**config.mk**
```make
export PLATFORM = sky130hd
export DESIGN_NAME = grf_wb_arbiter_flat
export DESIGN_NICKNAME = d
export VERILOG_FILES = /design/src/rtl/grf_wb_arbiter_if.sv /design/src/rtl/grf_wb_arbiter.sv /design/src/flat_wrapper.sv
export SDC_FILE = /design/constraint.sdc
export NUM_CORES = 1
export LEC_CHECK = 0
export CAP_MARGIN = 20
export CELL_PAD_IN_SITES_DETAIL_PLACEMENT = 1
export CELL_PAD_IN_SITES_GLOBAL_PLACEMENT = 1
export CORE_ASPECT_RATIO = 0.5
export CORE_UTILIZATION = 34
export CTS_CLUSTER_DIAMETER = 30
export DETAILED_ROUTE_END_ITERATION = 10
export GPL_ROUTABILITY_DRIVEN = 0
export PLACE_DENSITY_LB_ADDON = 0.1
export SLEW_MARGIN = 20
export SYNTH_ARGS = -nofsm -noshare
export SYNTH_HDL_FRONTEND = slang
export SYNTH_SLANG_ARGS = --single-unit
```
**constraint.sdc**
```tcl
create_clock -name clk -period 3.7 [get_ports clk]
set_clock_uncertainty 0.1 [all_clocks]
set_input_delay 0.74 -clock clk [delete_from_list [all_inputs] [get_ports clk]]
set_output_delay 0.74 -clock clk [all_outputs]
set_load 0.05 [all_outputs]
```
**src/rtl/grf_wb_arbiter_if.sv**
```systemverilog
// rtl/grf_wb_arbiter_if.sv - request/response bundle between write sources and the register-file write arbiter
interface grf_wb_arbiter_if;
  logic        w_valid;
  logic [4:0]  w_a3;
  logic [31:0] w_wd;
  logic [31:0] w_pc;
  logic        m_valid;
  logic [4:0]  m_a3;
  logic [31:0] m_wd;
  logic [31:0] m_pc;
  logic        m_ready;
  logic        grf_we;
  logic [4:0]  grf_a3;
  logic [31:0] grf_wd;
  logic [31:0] grf_pc;
  logic [31:0] pending;
  logic [2:0]  fifo_cnt;

  modport master (
    output w_valid, w_a3, w_wd, w_pc,
    output m_valid, m_a3, m_wd, m_pc,
    input  m_ready, grf_we, grf_a3, grf_wd, grf_pc, pending, fifo_cnt
  );

  modport slave (
    input  w_valid, w_a3, w_wd, w_pc,
    input  m_valid, m_a3, m_wd, m_pc,
    output m_ready, grf_we, grf_a3, grf_wd, grf_pc, pending, fifo_cnt
  );
endinterface

```
**src/rtl/grf_wb_arbiter.sv**
```systemverilog
// rtl/grf_wb_arbiter.sv - W-stage / multi-cycle register write arbiter with 4-entry queue (optional trace: WB_DISPLAY_EN)
module grf_wb_arbiter (
  input logic              clk,
  input logic              reset,
  grf_wb_arbiter_if.slave  bus
);

  logic [4:0]  a3_q [4];
  logic [31:0] wd_q [4];
  logic [31:0] pc_q [4];
  logic [3:0]  vld_q;
  logic [1:0]  rd_ptr;
  logic [1:0]  wr_ptr;
  logic [2:0]  cnt;

  logic        w_sel;
  logic        push;
  logic        pop;
  logic [4:0]  sel_a3;
  logic [31:0] sel_wd;
  logic [31:0] sel_pc;
  logic [31:0] pend;

  logic        grf_we_q;
  logic [4:0]  grf_a3_q;
  logic [31:0] grf_wd_q;
  logic [31:0] grf_pc_q;

  // Ready depends only on registered occupancy so the multi-cycle unit never sees a combinational path from W traffic.
  assign bus.m_ready  = (cnt != 3'd4);
  assign bus.fifo_cnt = cnt;
  assign bus.pending  = pend;
  assign bus.grf_we   = grf_we_q;
  assign bus.grf_a3   = grf_a3_q;
  assign bus.grf_wd   = grf_wd_q;
  assign bus.grf_pc   = grf_pc_q;

  // Write-port selection: W wins unconditionally; a $0 W request is dropped and lets the queue drain.
  always_comb begin
    w_sel  = bus.w_valid && (bus.w_a3 != 5'd0);
    push   = bus.m_valid && bus.m_ready && (bus.m_a3 != 5'd0);
    pop    = !w_sel && (cnt != 3'd0);
    sel_a3 = w_sel ? bus.w_a3 : a3_q[rd_ptr];
    sel_wd = w_sel ? bus.w_wd : wd_q[rd_ptr];
    sel_pc = w_sel ? bus.w_pc : pc_q[rd_ptr];
  end

  // Pending mask comes from queued entries only; $0 is never queued but is masked anyway.
  always_comb begin
    pend = '0;
    for (int i = 0; i < 4; i++) begin
      if (vld_q[i]) pend[a3_q[i]] = 1'b1;
    end
    pend[0] = 1'b0;
  end

  // Queue storage and pointers; pop uses registered occupancy so a push into an empty queue waits a cycle.
  always_ff @(posedge clk) begin
    if (reset) begin
      rd_ptr <= 2'd0;
      wr_ptr <= 2'd0;
      cnt    <= 3'd0;
      vld_q  <= 4'd0;
    end else begin
      if (push) begin
        a3_q[wr_ptr]  <= bus.m_a3;
        wd_q[wr_ptr]  <= bus.m_wd;
        pc_q[wr_ptr]  <= bus.m_pc;
        vld_q[wr_ptr] <= 1'b1;
        wr_ptr        <= wr_ptr + 2'd1;
      end
      if (pop) begin
        vld_q[rd_ptr] <= 1'b0;
        rd_ptr        <= rd_ptr + 2'd1;
      end
      cnt <= cnt + {2'd0, push} - {2'd0, pop};
    end
  end

  // Registered write port; address/data hold their last values while idle.
  always_ff @(posedge clk) begin
    if (reset) begin
      grf_we_q <= 1'b0;
      grf_a3_q <= 5'd0;
      grf_wd_q <= 32'd0;
      grf_pc_q <= 32'd0;
    end else begin
      grf_we_q <= w_sel || pop;
      if (w_sel || pop) begin
        grf_a3_q <= sel_a3;
        grf_wd_q <= sel_wd;
        grf_pc_q <= sel_pc;
      end
    end
  end

`ifdef WB_DISPLAY_EN
  // Commit trace of every register-file write as it is registered.
  always_ff @(posedge clk) begin
    if (!reset && (w_sel || pop)) begin
      $display("@%h: $%0d <= %h", sel_pc, sel_a3, sel_wd);
    end
  end
`else
`endif

endmodule

```
**src/flat_wrapper.sv**
```systemverilog
// flat-port wrapper written by rule: the top's interface ports become plain ports
module grf_wb_arbiter_flat 
  (clk, reset, bus_w_valid, bus_w_a3, bus_w_wd, bus_w_pc, bus_m_valid, bus_m_a3, bus_m_wd, bus_m_pc, bus_m_ready, bus_grf_we, bus_grf_a3, bus_grf_wd, bus_grf_pc, bus_pending, bus_fifo_cnt);
  grf_wb_arbiter_if bus_i ();
  input logic clk;
  input logic reset;
  input wire logic [$bits(bus_i.w_valid)-1:0] bus_w_valid;
  input wire logic [$bits(bus_i.w_a3)-1:0] bus_w_a3;
  input wire logic [$bits(bus_i.w_wd)-1:0] bus_w_wd;
  input wire logic [$bits(bus_i.w_pc)-1:0] bus_w_pc;
  input wire logic [$bits(bus_i.m_valid)-1:0] bus_m_valid;
  input wire logic [$bits(bus_i.m_a3)-1:0] bus_m_a3;
  input wire logic [$bits(bus_i.m_wd)-1:0] bus_m_wd;
  input wire logic [$bits(bus_i.m_pc)-1:0] bus_m_pc;
  output wire logic [$bits(bus_i.m_ready)-1:0] bus_m_ready;
  output wire logic [$bits(bus_i.grf_we)-1:0] bus_grf_we;
  output wire logic [$bits(bus_i.grf_a3)-1:0] bus_grf_a3;
  output wire logic [$bits(bus_i.grf_wd)-1:0] bus_grf_wd;
  output wire logic [$bits(bus_i.grf_pc)-1:0] bus_grf_pc;
  output wire logic [$bits(bus_i.pending)-1:0] bus_pending;
  output wire logic [$bits(bus_i.fifo_cnt)-1:0] bus_fifo_cnt;
  assign bus_i.w_valid = bus_w_valid;
  assign bus_i.w_a3 = bus_w_a3;
  assign bus_i.w_wd = bus_w_wd;
  assign bus_i.w_pc = bus_w_pc;
  assign bus_i.m_valid = bus_m_valid;
  assign bus_i.m_a3 = bus_m_a3;
  assign bus_i.m_wd = bus_m_wd;
  assign bus_i.m_pc = bus_m_pc;
  assign bus_m_ready = bus_i.m_ready;
  assign bus_grf_we = bus_i.grf_we;
  assign bus_grf_a3 = bus_i.grf_a3;
  assign bus_grf_wd = bus_i.grf_wd;
  assign bus_grf_pc = bus_i.grf_pc;
  assign bus_pending = bus_i.pending;
  assign bus_fifo_cnt = bus_i.fifo_cnt;
  grf_wb_arbiter u_core (.clk(clk), .reset(reset), .bus(bus_i));
endmodule
```
* Word-level counts from Yosys, hierarchy flattened *
Memory sizes are Yosys's and may differ from the RTL's. A register that Yosys moved wholly into a read port is not among the register bits.
Index checks and enable logic that the tools add are counted.

word-level totals
  output and inout port bits = 106
  memories = 3
  register bits = 81
  input port bits = 142
  word-level logic and storage cells = 80
  bits in latches = 0
  bits in writable memories = 276
  memory bits (read-only) = 0

memory list
  name         depth  bits a word  rd ports  clocked after memory_dff  wr ports  RTL line              text
  u_core.pc_q  4      32           1         1                         1         grf_wb_arbiter.sv:10  logic [31:0] pc_q [4];
  u_core.wd_q  4      32           1         1                         1         grf_wb_arbiter.sv:9   logic [31:0] wd_q [4];
  u_core.a3_q  4      5            5         1                         1         grf_wb_arbiter.sv:8   logic [4:0] a3_q [4];

cells by class
  div/mod/pow operators = 0
  add/subtract/negate cells = 4
  equality and inequality tests = 1
  reduce and logical (&&, ||, !) cells = 15
  bitwise operators = 6
  mux-type cells = 31
  shifts and indexed selects = 0
  magnitude comparators = 12
  multipliers = 0

operators with widths
  operator                                                                count
  32-bit 2-to-1 mux                                                       6
  32-bit OR                                                               3
  5-bit by 6-bit < comparator with 1-bit output (second input constant)   4
  1-bit demux with 5-bit select                                           4
  5-bit by 1-bit >= comparator with 1-bit output (second input constant)  4
  2-bit 2-to-1 mux                                                        6
  4-bit 2-to-1 mux                                                        3
  1-bit logical AND                                                       10
  5-bit nonzero test                                                      2
  1-bit 2-to-1 mux                                                        9
  2-bit by 3-bit < comparator with 1-bit output (second input constant)   2
  5-bit 2-to-1 mux                                                        1
  2-bit by 1-bit adder with 2-bit output (second input constant)          2
  4-bit bitwise AND                                                       1
  1-bit demux with 2-bit select                                           2
  2-bit by 1-bit >= comparator with 1-bit output (second input constant)  2
  4-bit inverter                                                          1
  4-bit OR                                                                1
  3-bit by 1-bit adder with 3-bit output                                  1
  3-bit inequality test (second input constant)                           1
  3-bit nonzero test                                                      1
  3-bit by 1-bit subtractor with 3-bit output                             1
  1-bit zero test                                                         1
  1-bit logical OR                                                        1

* Longest topological paths before layout *
Gate-level depths: netlist of the first run.
An unclocked memory read counts as a cell.

  depth in word-level cells = 12
  gate-level depth with buffers = 12
  mapped depth without buffers = 10

* Worst setup path before layout of the first run *
Ideal clock, no wire load.

  kind = reg2reg
  from = register u_core.cnt[1] (netlist: u_core.bus.fifo_cnt[1])
  to = memory u_core.a3_q[0][0] (enable)
  path buffers = 1
  period minus slack after synthesis = 4001 ps
  arrival = 3466 ps
  slack = -301 ps
  cell stages (with the launch flop) = 6
  path through = dfxtp_1 > or3b_2 > o211a_1 > clkbuf_1 > nor2b_1 > and2_1

on the way
  word-level cells in the longest chain between the ends = 6

ends and longest elaborated chain
  item                                    RTL line              text
  start: declaration                      grf_wb_arbiter.sv:14  logic [2:0] cnt;
  start signal: assignment                grf_wb_arbiter.sv:76  cnt <= cnt + {2'd0, push} - {2'd0, pop};
  3-bit inequality test                   grf_wb_arbiter.sv:30  assign bus.m_ready = (cnt != 3'd4);
  net bus_m_ready                         flat_wrapper.sv:15    output wire logic [$bits(bus_i.m_ready)-1:0] bus_m_ready;
  1-bit logical AND (2 in a row)          grf_wb_arbiter.sv:41  push = bus.m_valid && bus.m_ready && (bus.m_a3 != 5'd0);
  1-bit 2-to-1 mux                        grf_wb_arbiter.sv:65  if (push) begin
  1-bit 2-to-1 mux                        grf_wb_arbiter.sv:59  if (reset) begin
  1-bit 2-to-1 mux (not written as such)  grf_wb_arbiter.sv:66  a3_q[wr_ptr] <= bus.m_a3;
  end: declaration                        grf_wb_arbiter.sv:8

The timed path passes the listed nets, and every way through them passes these cells.

==> results.rst, run 1 <==
.. list-table::
   :header-rows: 1

   * - Metric
     - Value
   * - Status
     - complete, no violations
   * - Total power consumption of the routed design
     - 13.6 mW
   * - Source of the worst register-to-register timing path
     - u_core.bus.fifo_cnt[1]
   * - Global-route wire length before repair
     - 62800 microns
   * - Net switching component of the power
     - 4.31 mW
   * - Flip-flop cell with the highest count after synthesis
     - edfxtp_1
   * - Reg-to-reg setup timing slack
     - 1.15 ns
   * - Sink count of the clock tree
     - 359
   * - Horizontal extent of the die
     - 299 microns
   * - CP Capture Point
     - bus_pending[21]
   * - Count of cells along the worst hold path
     - 2
   * - CTS clock-pin slew for the worst setup and hold paths
     - 0.05 ns
   * - Root buffer selected by CTS
     - clkbuf_16
   * - Buffer levels on the longest clock path
     - 3
   * - Number of enable flip-flop cells after synthesis
     - 276
   * - Ranking of synthesized cells by area
     - edfxtp_1 (55%), dfxtp_1 (11%), mux4_2 (10%)
   * - Routed wire per std cell
     - 22.4 microns
   * - Total clock buffers created by CTS
     - 57
   * - Summed instance area of the synthesized netlist
     - 15000 sq um
   * - Number of search-and-repair iterations in the first detailed-routing pass
     - 6
   * - Final total negative setup slack
     - 0 ns
   * - Crit-path max FO
     - 7
   * - Sequential cell area fraction in the yosys report
     - 66.4%
   * - Post-synth top area cell
     - edfxtp_1
   * - Antenna Cells
     - 0
   * - Launching element type of the critical path
     - flip-flop
   * - Minimum setup slack in the final design
     - 0.0910 ns
   * - Clock tree from TritonCTS
     - built
   * - Ratio of cells with drive above 1 in the final layout
     - 22.5%
   * - Total detailed-routing wirelength
     - 41800 microns
   * - Setup repair after global routing missed its margin
     - false
   * - Synth-to-layout area growth
     - 34.3%
   * - Crit path launch
     - u_core.a3_q[1][1]
   * - Type of the tightest min-delay check
     - flip-flop to flip-flop
   * - H-tree levels
     - 2
   * - Peak ir drop on the vdd network
     - 0.377 mV
   * - Synthesized instance count
     - 977
   * - Register bit total from synthesis
     - 359
   * - Highest attainable clock frequency
     - 277 MHz
   * - Cell area power density
     - 676 nW/um^2
   * - Remaining antenna violation count after routing
     - 0
   * - Leakage power
     - 6.83 nW
   * - Final critical-path required period
     - 3.61 ns
   * - Via count of the first global-routing pass
     - 10526
   * - R2R depth
     - 5
   * - Buffers added on ports
     - 246
   * - Count of different cell masters after synthesis
     - 44
   * - Die outline height
     - 150 microns
   * - Count of fill cells added during filler insertion
     - 4194
   * - Count of nets after finishing
     - 1390
   * - Max-cap violation count
     - 0
   * - Critical Path RT
     - 2.86 ns
   * - Std-Cell Core Area
     - 42700 sq um
   * - Detailed placement HPWL
     - 26200 microns
   * - Standard-cell row count
     - 53
   * - Mean Syn Cell Area
     - 15.3 sq um
   * - Int Pwr
     - 9.29 mW
   * - Switching portion of total power
     - 31.7%
   * - Fin crit share
     - 97.5%
   * - Insertion delay to the later sink of the worst-skew pair
     - 0.57 ns
   * - Clock share of power
     - 39.3%
   * - CP endpoint kind
     - output port
   * - Detailed-route via count
     - 9686
   * - Tot GR Track Use
     - 18.4%
   * - Transition time of the tightest slew-check pin
     - 0.922 ns
   * - Via count normalized by instance count
     - 5.20
   * - Share of synthesized registers carrying an async set or reset
     - 0%
   * - Worst max-slew margin expressed relative to the limit
     - 38.6%
   * - Setup Viol. Count Final
     - 0
   * - Yosys synthesis warning count
     - 0
   * - Total die area
     - 45000 sq um
   * - Comb power frac
     - 23.9%
   * - Area share of the largest cell type after synthesis
     - 55.3%
   * - Reg power frac
     - 36.8%
   * - Largest net degree at the start of global routing
     - 73
   * - Detailed Route Iter0 Violations
     - 727
   * - Fin. Hold Viols
     - 0
   * - Max-slew violations
     - 0
   * - Worst setup path category
     - flip-flop to output port
   * - Post-Synthesis Net Count
     - 1129
   * - Effective utilization at floorplan
     - 35.1%
   * - I/O pin count
     - 248
   * - Hold Worst Slack
     - 0.446 ns
   * - Post-detailed-route DRC marker count
     - 0
   * - Worst reg2reg path endpoint
     - u_core.wd_q[2][11]
   * - Final global-route overflow total
     - 0
   * - Number of post-CTS setup repair buffers
     - 0
   * - Initial antenna violation count
     - 0
   * - Post-layout utilization of the core
     - 47.2%
   * - Minimum setup slack after placement
     - 0.390 ns
   * - Data arrival time at the worst-slack endpoint
     - 2.77 ns
power groups by stage:
stage	clock (mW)	combinational, mW	sequential [mW]
final	5.35	3.25	5.01
after global routing	5.66	3.49	5.06
after CTS	5.49	3.33	5.02
after detailed placement	0	3.33	5.10
after global placement	0	3.29	5.07
after floorplan	0	1.69	5.52
worst min path at each step:
stage | startpoint | end | slack, ns
after detailed placement | u_core.bus.grf_pc[26] | u_core.bus.grf_pc[26] | 0.44
after floorplan | u_core.wr_ptr[1] | u_core.wr_ptr[1] | 0.41
after CTS | u_core.bus.grf_pc[26] | u_core.bus.grf_pc[26] | 0.45
after global routing | u_core.bus.grf_pc[26] | u_core.bus.grf_pc[26] | 0.47
after global placement | u_core.rd_ptr[0] | flip-flop | 0.43
final | u_core.bus.grf_pc[26] | u_core.bus.grf_pc[26] | 0.45
critical path, stage by stage (launching register included):
cell and delay [ns]:
edfxtp_1 0.51, nand3b_1 0.42, o22ai_1 0.27, a221o_1 0.17
clkdlybuf4s50_1 0.83
metal layers:
layer	routed length (microns)	global-route usage [%]	share of wire [%]	vias up
li1	-	-	-	4400
met1	17800	23.4	43	4991
met2	21600	32.5	52	241
met3	1820	3.19	4.3	54
met4	599	4.87	1.4	0
met5	0	0	0	-
stage by stage:
step,cell area [sq um],std cells
final,20100,1864
after global routing,20100,1864
after CTS,20100,1864
after detailed placement,18200,1756
after global placement,18200,1756
after floorplan,15000,977
layout by cell type (no fill, tap or decap), types with 4 or more instances in the layout:
cell type	Yosys	layout
nand2_1	77	77
inv_1	14	14
o22ai_1	11	11
and2_4	0	4
and3b_1	8	8
buf_12	0	11
clkinvlp_4	0	10
clkinv_2	0	7
mux4_2	69	69
clkdlybuf4s50_1	0	225
bufinv_16	0	5
clkinv_1	0	4
nor2_1	87	87
nand3_1	9	9
edfxtp_1	276	276
dlygate4sd2_1	0	4
inv_6	0	6
clkbuf_16	0	58
buf_4	5	20
a211oi_1	7	7
clkinv_4	0	7
a22oi_1	16	16
or3b_2	8	8
nor3b_1	8	7
o221ai_1	19	19
and3_1	6	6
ha_1	9	9
dfxtp_1	83	81
inv_8	0	6
a221o_1	11	11
dlymetal6s2s_1	0	9
a211oi_2	64	64
nand3b_1	12	12
a21oi_1	82	82
sequential cells by signal, indices dropped and copies added (netlist names), named ones only:
register	count
u_core.a3_q	20
u_core.bus.fifo_cnt	3
u_core.bus.grf_a3	5
u_core.bus.grf_pc	32
u_core.bus.grf_wd	32
u_core.bus.grf_we	1
u_core.pc_q	128
u_core.rd_ptr	2
u_core.vld_q	4
u_core.wd_q	128
u_core.wr_ptr	2
cell families after synthesis:
group                      after synthesis  share of synthesized area [%]
xor gates and xnor gates                 3                          0.175
adders and majority gates               10                          0.885
DFF                                    359                           66.4
muxes                                   72                           10.6
buffers and inverters                   81                           2.61
AOI/OAI and AO/OA                      217                           11.9
other                                    1                         0.0250
and+or+nand+nor                        234                           7.44
synth_stat cells, types with 2 or more instances:
library cell,instances
buf_2,13
nor3_1,2
and3b_1,8
buf_6,7
nor2b_1,3
a211oi_2,64
buf_4,5
mux2_2,2
and3_1,6
o221ai_1,19
a22oi_1,16
or2_2,3
edfxtp_1,276
ha_1,9
a21oi_1,82
nor2_1,87
buf_1,2
or3b_2,8
mux4_2,69
dfxtp_1,83
xnor2_1,2
nand3_1,9
inv_1,14
and2_1,5
nor3b_1,8
a221o_1,11
nand3b_1,12
a211oi_1,7
clkbuf_1,40
o21ai_1,3
o22ai_1,11
nand2_1,77
or3_1,3
timing repair:
action	in CTS	in global routing
gates resized for setup	4	10
setup endpoints to repair	4	9
hold buffers	0	0
endpoints found under the hold margin	0	0
cell type report:
cell class | count | area, sq um | area share (%)
Clock buffer | 62 | 1480 | 7.33
Clock inverter | 46 | 487 | 2.42
Inverter | 14 | 52.6 | 0.261
Multi-Input combinational cell | 537 | 4670 | 23.2
Sequential cell | 359 | 9960 | 49.4
Tap cell | 577 | 722 | 3.58
Timing Repair Buffer | 269 | 2770 | 13.8
Note: power is estimated with default switching activity, not from simulation.
==> run 2: changes to the inputs <==
ABC_AREA = 1   (was not set)
==> run 2 against run 1 <==
Worst hold slack got worse by 0.072 ns. Largest power group unchanged. Global-route usage increased by 1.7 points. Core utilization decreased by 1.3 points. Synthesized area increased by 8.8%. Count of clock-buffer cells in the layout increased by 2. Synthesized cell count increased by 84%.
==> results.rst, run 2 <==
.. list-table::
   :header-rows: 1

   * - Metric
     - Value
   * - Status
     - complete, no violations
   * - Mean Syn Cell Area
     - 9.09 sq um (-41%)
   * - Leading cell type by number of instances after synthesis
     - nand2_1
   * - Placed Cells
     - 2620 (+49%)
   * - Post-DP Area
     - 19500 sq um (+7.6%)
   * - Source of the worst register-to-register timing path
     - u_core.bus.fifo_cnt[1]
   * - Standard-cell row count
     - 56 (+5.7%)
   * - Data arrival time at the worst-slack endpoint
     - 2.73 ns (-0.04 ns)
   * - Worst max-slew margin expressed relative to the limit
     - 34.6% (-4.0 points)
   * - Critical Path RT
     - 2.86 ns (about the same)
   * - Leakage power
     - 9.21 nW (+35%)
   * - I/O pin count
     - 248 (unchanged)
   * - Commonest cells post-synth
     - nand2_1 (443), nand3_1 (308), edfxtp_1 (276)
   * - Total die area
     - 48900 sq um (+8.8%)
   * - Post-synth top area cell
     - edfxtp_1
   * - Detailed Route Iter0 Violations
     - 593 (-18%)
   * - Minimum setup slack in the final design
     - 0.132 ns (+0.0407 ns)
   * - Critical path's top delay family
     - buffers and inverters
   * - Registers with the most flip-flops
     - u_core.pc_q x128, u_core.wd_q x128
   * - Final critical-path required period
     - 3.57 ns (-0.0407 ns)
   * - Share of synthesized registers carrying an async set or reset
     - 0% (unchanged)
   * - Most frequent cells in the layout
     - nand2_1 (443), nand3_1 (308), edfxtp_1 (276)
   * - Global-route wire length before repair
     - 76800 microns (+22%)
   * - Detailed placement HPWL
     - 30300 microns (+16%)
   * - Setup repair after global routing missed its margin
     - false
   * - Total clock buffers created by CTS
     - 59 (+3.5%)
   * - Buffers added on ports
     - 246 (unchanged)
   * - Register area
     - 9960 sq um (unchanged)
   * - Launching element type of the critical path
     - flip-flop
   * - CTS clock-pin slew for the worst setup and hold paths
     - 0.05 ns (about the same)
   * - Max-slew violations
     - 0 (unchanged)
   * - H-tree levels
     - 2 (unchanged)
   * - Startpoint of the tightest hold check path
     - u_core.bus.grf_pc[24]
   * - Worst reg2reg path endpoint
     - u_core.a3_q[0][1]
   * - Final total negative setup slack
     - 0 ns (unchanged)
   * - Horizontal extent of the die
     - 312 microns (+4.3%)
   * - Number of search-and-repair iterations in the first detailed-routing pass
     - 5 (-1)
   * - Transition time of the tightest slew-check pin
     - 0.981 ns (+0.0599 ns)
   * - Count of nets after finishing
     - 2195 (+58%)
   * - Detailed-route via count
     - 13125 (+36%)
   * - Largest net degree at the start of global routing
     - 148 (+100%)
   * - Post-detailed-route DRC marker count
     - 0 (unchanged)
   * - Via count of the first global-routing pass
     - 13700 (+30%)
   * - Worst-path cell with the longest stage delay
     - clkdlybuf4s50_1
   * - Routed wire per std cell
     - 18.1 microns (-19%)
   * - Worst setup path category
     - flip-flop to output port
   * - Summed instance area of the synthesized netlist
     - 16300 sq um (+8.8%)
   * - CP bufs+invs
     - 2 (+1)
   * - Via count normalized by instance count
     - 4.80 (-7.5%)
   * - Ranking of synthesized cells by area
     - edfxtp_1 (51%), nand2_1 (10%), dfxtp_1 (10%)
   * - Max-cap violation count
     - 0 (unchanged)
   * - Cell area power density
     - 675 nW/um^2 (about the same)
   * - Clock tree from TritonCTS
     - built
   * - Setup Viol. Count Final
     - 0 (unchanged)
   * - Hold bufs inserted after CTS
     - 0 (unchanged)
   * - Crit-path max FO
     - 5 (-2)
   * - Flip-flop cell with the highest count after synthesis
     - edfxtp_1
   * - Std-Cell Core Area
     - 47100 sq um (+10%)
   * - Insertion delay to the later sink of the worst-skew pair
     - 0.60 ns (+0.03 ns)
   * - Die outline height
     - 157 microns (+4.3%)
   * - Post-layout utilization of the core
     - 45.9% (-1.3 points)
   * - Post-layout instance area
     - 21600 sq um (+7.2%)
   * - Multi-input combinational cell area
     - 4960 sq um (+6.1%)
   * - Fin. Hold Viols
     - 0 (unchanged)
   * - CP max stage delay
     - 0.85 ns (+0.02 ns)
   * - Count of different cell masters after synthesis
     - 31 (-30%)
   * - Remaining antenna violation count after routing
     - 0 (unchanged)
   * - Initial antenna violation count
     - 2 (+2)
   * - Synth-to-layout area growth
     - 32.3%
   * - Sink count of the clock tree
     - 359 (unchanged)
   * - Synthesized instance count
     - 1795 (+84%)
   * - Total power consumption of the routed design
     - 14.6 mW (+7.2%)
   * - Peak ir drop on the vdd network
     - 0.387 mV (+2.6%)
   * - Ratio of cells with drive above 1 in the final layout
     - 8.22% (-14 points)
   * - Area share of the largest cell type after synthesis
     - 50.8% (-4.5 points)
   * - Highest attainable clock frequency
     - 280 MHz (+1.1%)
   * - Post-Synthesis Net Count
     - 1947 (+72%)
   * - Fin crit share
     - 96.4% (-1.1 points)
   * - Reg-to-reg setup timing slack
     - 1.32 ns (+0.17 ns)
   * - Count of cells along the worst hold path
     - 2 (unchanged)
   * - Final global-route overflow total
     - 0 (unchanged)
   * - Effective utilization at floorplan
     - 34.7% (-0.45 points)
   * - Total detailed-routing wirelength
     - 49400 microns (+18%)
   * - Buffer levels on the longest clock path
     - 3 (unchanged)
   * - Worst-path cell chain
     - inv_1 -> nand3_1 -> nor2_1 -> a21oi_1 -> o221ai_1 -> clkdlybuf4s50_1
   * - Root buffer selected by CTS
     - clkbuf_16
   * - Hold Worst Slack
     - 0.374 ns (-0.0718 ns)
   * - Worst Hold Endpoint
     - u_core.bus.grf_pc[24]
   * - Minimum setup slack after placement
     - 0.476 ns (+0.0860 ns)
   * - Count of fill cells added during filler insertion
     - 5353 (+28%)
   * - CP endpoint kind
     - output port
   * - Number of enable flip-flop cells after synthesis
     - 276 (unchanged)
   * - Type of the tightest min-delay check
     - flip-flop to flip-flop
   * - Sequential cell area fraction in the yosys report
     - 61.0% (-5.4 points)
   * - Non-filler cells in the finished layout
     - 2732 (+47%)
   * - Yosys synthesis warning count
     - 0 (unchanged)
   * - R2R depth
     - 5 (unchanged)
   * - Most common library cell in the layout ignoring fill and taps
     - nand2_1
   * - Register bit total from synthesis
     - 359 (unchanged)
   * - Tot GR Track Use
     - 20.1% (+1.7 points)
==> run 2: cell families (layout without fill, tap and decap cells) <==
| group | after synthesis | count (layout) | synth area share, % |
|---|---|---|---|
| and+or+nand+nor | 956 | 956 | 25.0 |
| DFF | 359 | 359 | 61.0 |
| buffers and inverters | 345 | 642 | 8.90 |
| AOI/OAI and AO/OA | 123 | 123 | 4.28 |
| adders and majority gates | 10 | 10 | 0.813 |
| other | 1 | 3 | 0.0230 |
| xor gates and xnor gates | 1 | 1 | 0.0537 |
==> run 2: power breakdown <==
part	switching, mW	leakage (nW)	internal (mW)	total (mW)
clock network	2.09	0.976	3.40	5.49
logic	2.84	5.04	1.28	4.13
registers	0.203	3.19	4.76	4.96
total	5.14	9.21	9.44	14.6
==> run 2: layer usage <==
| metal | up-vias | part of all wire, % | GRT usage (%) |
|---|---|---|---|
| met1 | 6460 | 46 | 25.9 |
| met3 | 66 | 3.6 | 3.40 |
| met4 | 0 | 1.8 | 5.02 |
| met2 | 205 | 48 | 35.3 |
| li1 | 6394 | - | - |
| met5 | - | 0 | 0 |
==> run 2: timing repair <==
action	in CTS	in global routing
buffers inserted	0	0
hold endpoints to repair	0	0
resized for setup	0	9
setup endpoints to repair	0	10
==> run 2: tightest hold or removal path, stage by stage (launching register included) <==
cell     delay [ns]
dfxtp_1        0.31
nand3_1        0.08
nand2_1        0.05
==> run 2: how the worst max path moves through the flow <==
| stage | to | startpoint | slack (ns) | cells past startpoint |
|---|---|---|---|---|
| final | bus_pending[11] | u_core.a3_q[3][2] | 0.13 | 6 |
| after detailed placement | u_core.bus.fifo_cnt[2] | bus_w_a3[4] | 0.48 | 12 |
| after floorplan | u_core.a3_q[0][0] | u_core.bus.fifo_cnt[1] | 0.07 | 4 |
| after global placement | u_core.bus.fifo_cnt[2] | bus_w_a3[4] | 0.56 | 12 |
| after global routing | bus_pending[16] | u_core.a3_q[0][4] | 0.008 | 7 |
| after CTS | bus_pending[26] | u_core.a3_q[0][3] | 0.06 | 7 |
==> run 2: layout make-up <==
class                   count  share of cell area, %
diodes                      2                 0.0232
clock inverters            46                   2.24
clock buffers              64                   7.12
flip-flops and latches    359                   46.1
well taps                 638                   3.70
inverters                 255                   4.45
repair buffers            277                   13.4
multi-input cells        1091                   23.0
==> run 3: changes to the inputs <==
GPL_TIMING_DRIVEN = 0   (was not set)
==> run 3 against run 2 <==
Core utilization rose by 1.0 points. Cell area rose by 2.2%. Combinational power rose by 7.7%. Via count rose by 3.6%. Non-clock buffer count rose by 74. Sequential cell count did not move. Clock power rose by 0.7%. Worst hold slack got worse by 0.0034 ns. Global-route usage rose by 1.5 points. Critical path type unchanged. Largest power group unchanged. Highest routed layer unchanged.
==> results.rst, run 3 (synthesis results as in run 2) <==
.. list-table::
   :header-rows: 1

   * - Metric
     - Value
   * - Status
     - complete, no violations
   * - H-tree levels
     - 2 (unchanged)
   * - Registers with the most flip-flops
     - u_core.pc_q x128, u_core.wd_q x128
   * - Global-route wire length before repair
     - 80900 microns (+5.3%)
   * - Final global-route overflow total
     - 0 (unchanged)
   * - Horizontal extent of the die
     - 312 microns (unchanged)
   * - Std-Cell Core Area
     - 47100 sq um (unchanged)
   * - Data arrival time at the worst-slack endpoint
     - 2.76 ns (+0.03 ns)
   * - Buffer levels on the longest clock path
     - 3 (unchanged)
   * - CTS clock-pin slew for the worst setup and hold paths
     - 0.05 ns (about the same)
   * - Detailed Route Iter0 Violations
     - 732 (+23%)
   * - Fin crit share
     - 97.3% (+0.89 points)
   * - Via count normalized by instance count
     - 4.84 (+0.71%)
   * - Type of the tightest min-delay check
     - flip-flop to flip-flop
   * - Most common library cell in the layout ignoring fill and taps
     - nand2_1
   * - Standard-cell row count
     - 56 (unchanged)
   * - Setup Viol. Count Final
     - 0 (unchanged)
   * - Total power consumption of the routed design
     - 14.9 mW (+2.5%)
   * - Fin. Hold Viols
     - 0 (unchanged)
   * - Buffers added on ports
     - 245 (-0.41%)
   * - Peak ir drop on the vdd network
     - 0.428 mV (+11%)
   * - Launching element type of the critical path
     - flip-flop
   * - Count of nets after finishing
     - 2271 (+3.5%)
   * - Post-detailed-route DRC marker count
     - 0 (unchanged)
   * - Setup repair after global routing missed its margin
     - false
   * - Clock tree from TritonCTS
     - built
   * - Crit-path max FO
     - 6 (+1)
   * - Via count of the first global-routing pass
     - 14076 (+2.7%)
   * - Detailed placement HPWL
     - 37300 microns (+23%)
   * - Highest attainable clock frequency
     - 278 MHz (-0.92%)
   * - Detailed-route via count
     - 13591 (+3.6%)
   * - Routed wire per std cell
     - 19.0 microns (+5.0%)
   * - Insertion delay to the later sink of the worst-skew pair
     - 0.59 ns (about the same)
   * - Post-DP Area
     - 20000 sq um (+2.4%)
   * - Number of search-and-repair iterations in the first detailed-routing pass
     - 5 (unchanged)
   * - Remaining antenna violation count after routing
     - 0 (unchanged)
   * - Total detailed-routing wirelength
     - 53300 microns (+8.0%)
   * - Synth-to-layout area growth
     - 35.3%
   * - Count of fill cells added during filler insertion
     - 5345 (-0.15%)
   * - Critical Path RT
     - 2.86 ns (about the same)
   * - Root buffer selected by CTS
     - clkbuf_16
   * - Effective utilization at floorplan
     - 34.7% (unchanged)
   * - Die outline height
     - 157 microns (unchanged)
   * - Initial antenna violation count
     - 2 (unchanged)
   * - Hold Worst Slack
     - 0.371 ns (-0.00341 ns)
   * - Transition time of the tightest slew-check pin
     - 0.868 ns (-0.113 ns)
   * - Largest net degree at the start of global routing
     - 22 (-85%)
   * - Hold bufs inserted after CTS
     - 0 (unchanged)
   * - Worst max-slew margin expressed relative to the limit
     - 42.1% (+7.5 points)
   * - Total clock buffers created by CTS
     - 61 (+3.4%)
   * - Total die area
     - 48900 sq um (unchanged)
   * - CP endpoint kind
     - output port
   * - Tot GR Track Use
     - 21.6% (+1.5 points)
   * - Max-slew violations
     - 0 (unchanged)
   * - Final critical-path required period
     - 3.60 ns (+0.0330 ns)
   * - I/O pin count
     - 248 (unchanged)
   * - Max-cap violation count
     - 0 (unchanged)
   * - Worst setup path category
     - flip-flop to output port
   * - Cell area power density
     - 677 nW/um^2 (+0.28%)
   * - Most frequent cells in the layout
     - nand2_1 (443), nand3_1 (308), edfxtp_1 (276)
   * - Post-layout instance area
     - 22100 sq um (+2.2%)
   * - Leakage power
     - 9.50 nW (+3.2%)
   * - Ratio of cells with drive above 1 in the final layout
     - 9.49% (+1.3 points)
   * - Sink count of the clock tree
     - 359 (unchanged)
run 3: where the power goes:
| part | switching (mW) | internal [mW] | leakage [nW] |
|---|---|---|---|
| Clock | 2.04 | 3.49 | 0.956 |
| Sequential | 0.209 | 4.76 | 3.19 |
| Combinational | 3.02 | 1.43 | 5.36 |
run 3: repair_timing:
action | CTS | global route
setup buffers | 0 | 0
pin swaps | 0 | 0
setup endpoints to repair | 7 | 13
resized for setup | 2 | 12
run 3: area by class of cell:
class                           instances  area [sq um]  area share [%]
Multi-Input combinational cell       1091          4970            22.5
Clock inverter                         43           430            1.95
Buffer                                 90           495            2.24
Sequential cell                       359          9950            45.1
Antenna cell                            1          2.50          0.0113
Inverter                              255           957            4.34
Timing Repair Buffer                  261          2890            13.1
Tap cell                              638           798            3.62
Clock buffer                           71          1580            7.18
run 3: layer usage:
metal  vias to the layer above  track usage [%]  routed length [microns]
met2                       299             38.4                    26300
met4                         0             4.74                      913
li1                       6551                -                        -
met3                        66             3.29                     2330
met1                      6675             27.9                    23800
met5                         -                0                        0
run 3: through the flow:
stage / TNS [ns] / setup WS, ns / std cells / util, %
2_1_floorplan: 0 / 0.0724 / 1795 / -
3_3_place_gp: -600.75 / -2.26 / 2678 / 41.6
3_5_place_dp: 0 / 0.136 / 2694 / 42.5
4_1_cts: 0 / 0.0189 / 2808 / 46.8
5_1_grt: 0 / 0.00691 / 2809 / 46.9
6_report: 0 / 0.0988 / 2809 / 46.9
run 3: worst paths after layout:
path / depth (start not counted) / from / slack, ns / end
min reg2reg: 2 / u_core.bus.grf_pc[7] / 0.37 / u_core.bus.grf_pc[7]
min: 2 / u_core.bus.grf_pc[7] / 0.37 / u_core.bus.grf_pc[7]
max: 5 / u_core.a3_q[0][3] / 0.1 / bus_pending[11]
max reg2reg: 9 / u_core.bus.fifo_cnt[1] / 0.92 / u_core.wd_q[0][27]
run 3: worst max-delay path: stages, from the launching register on:
cell	delay [ns]
edfxtp_1	0.47
inv_1	0.15
nor3_1	0.45
a21oi_1	0.16
o221ai_1	0.12
clkdlybuf4s50_1	0.85
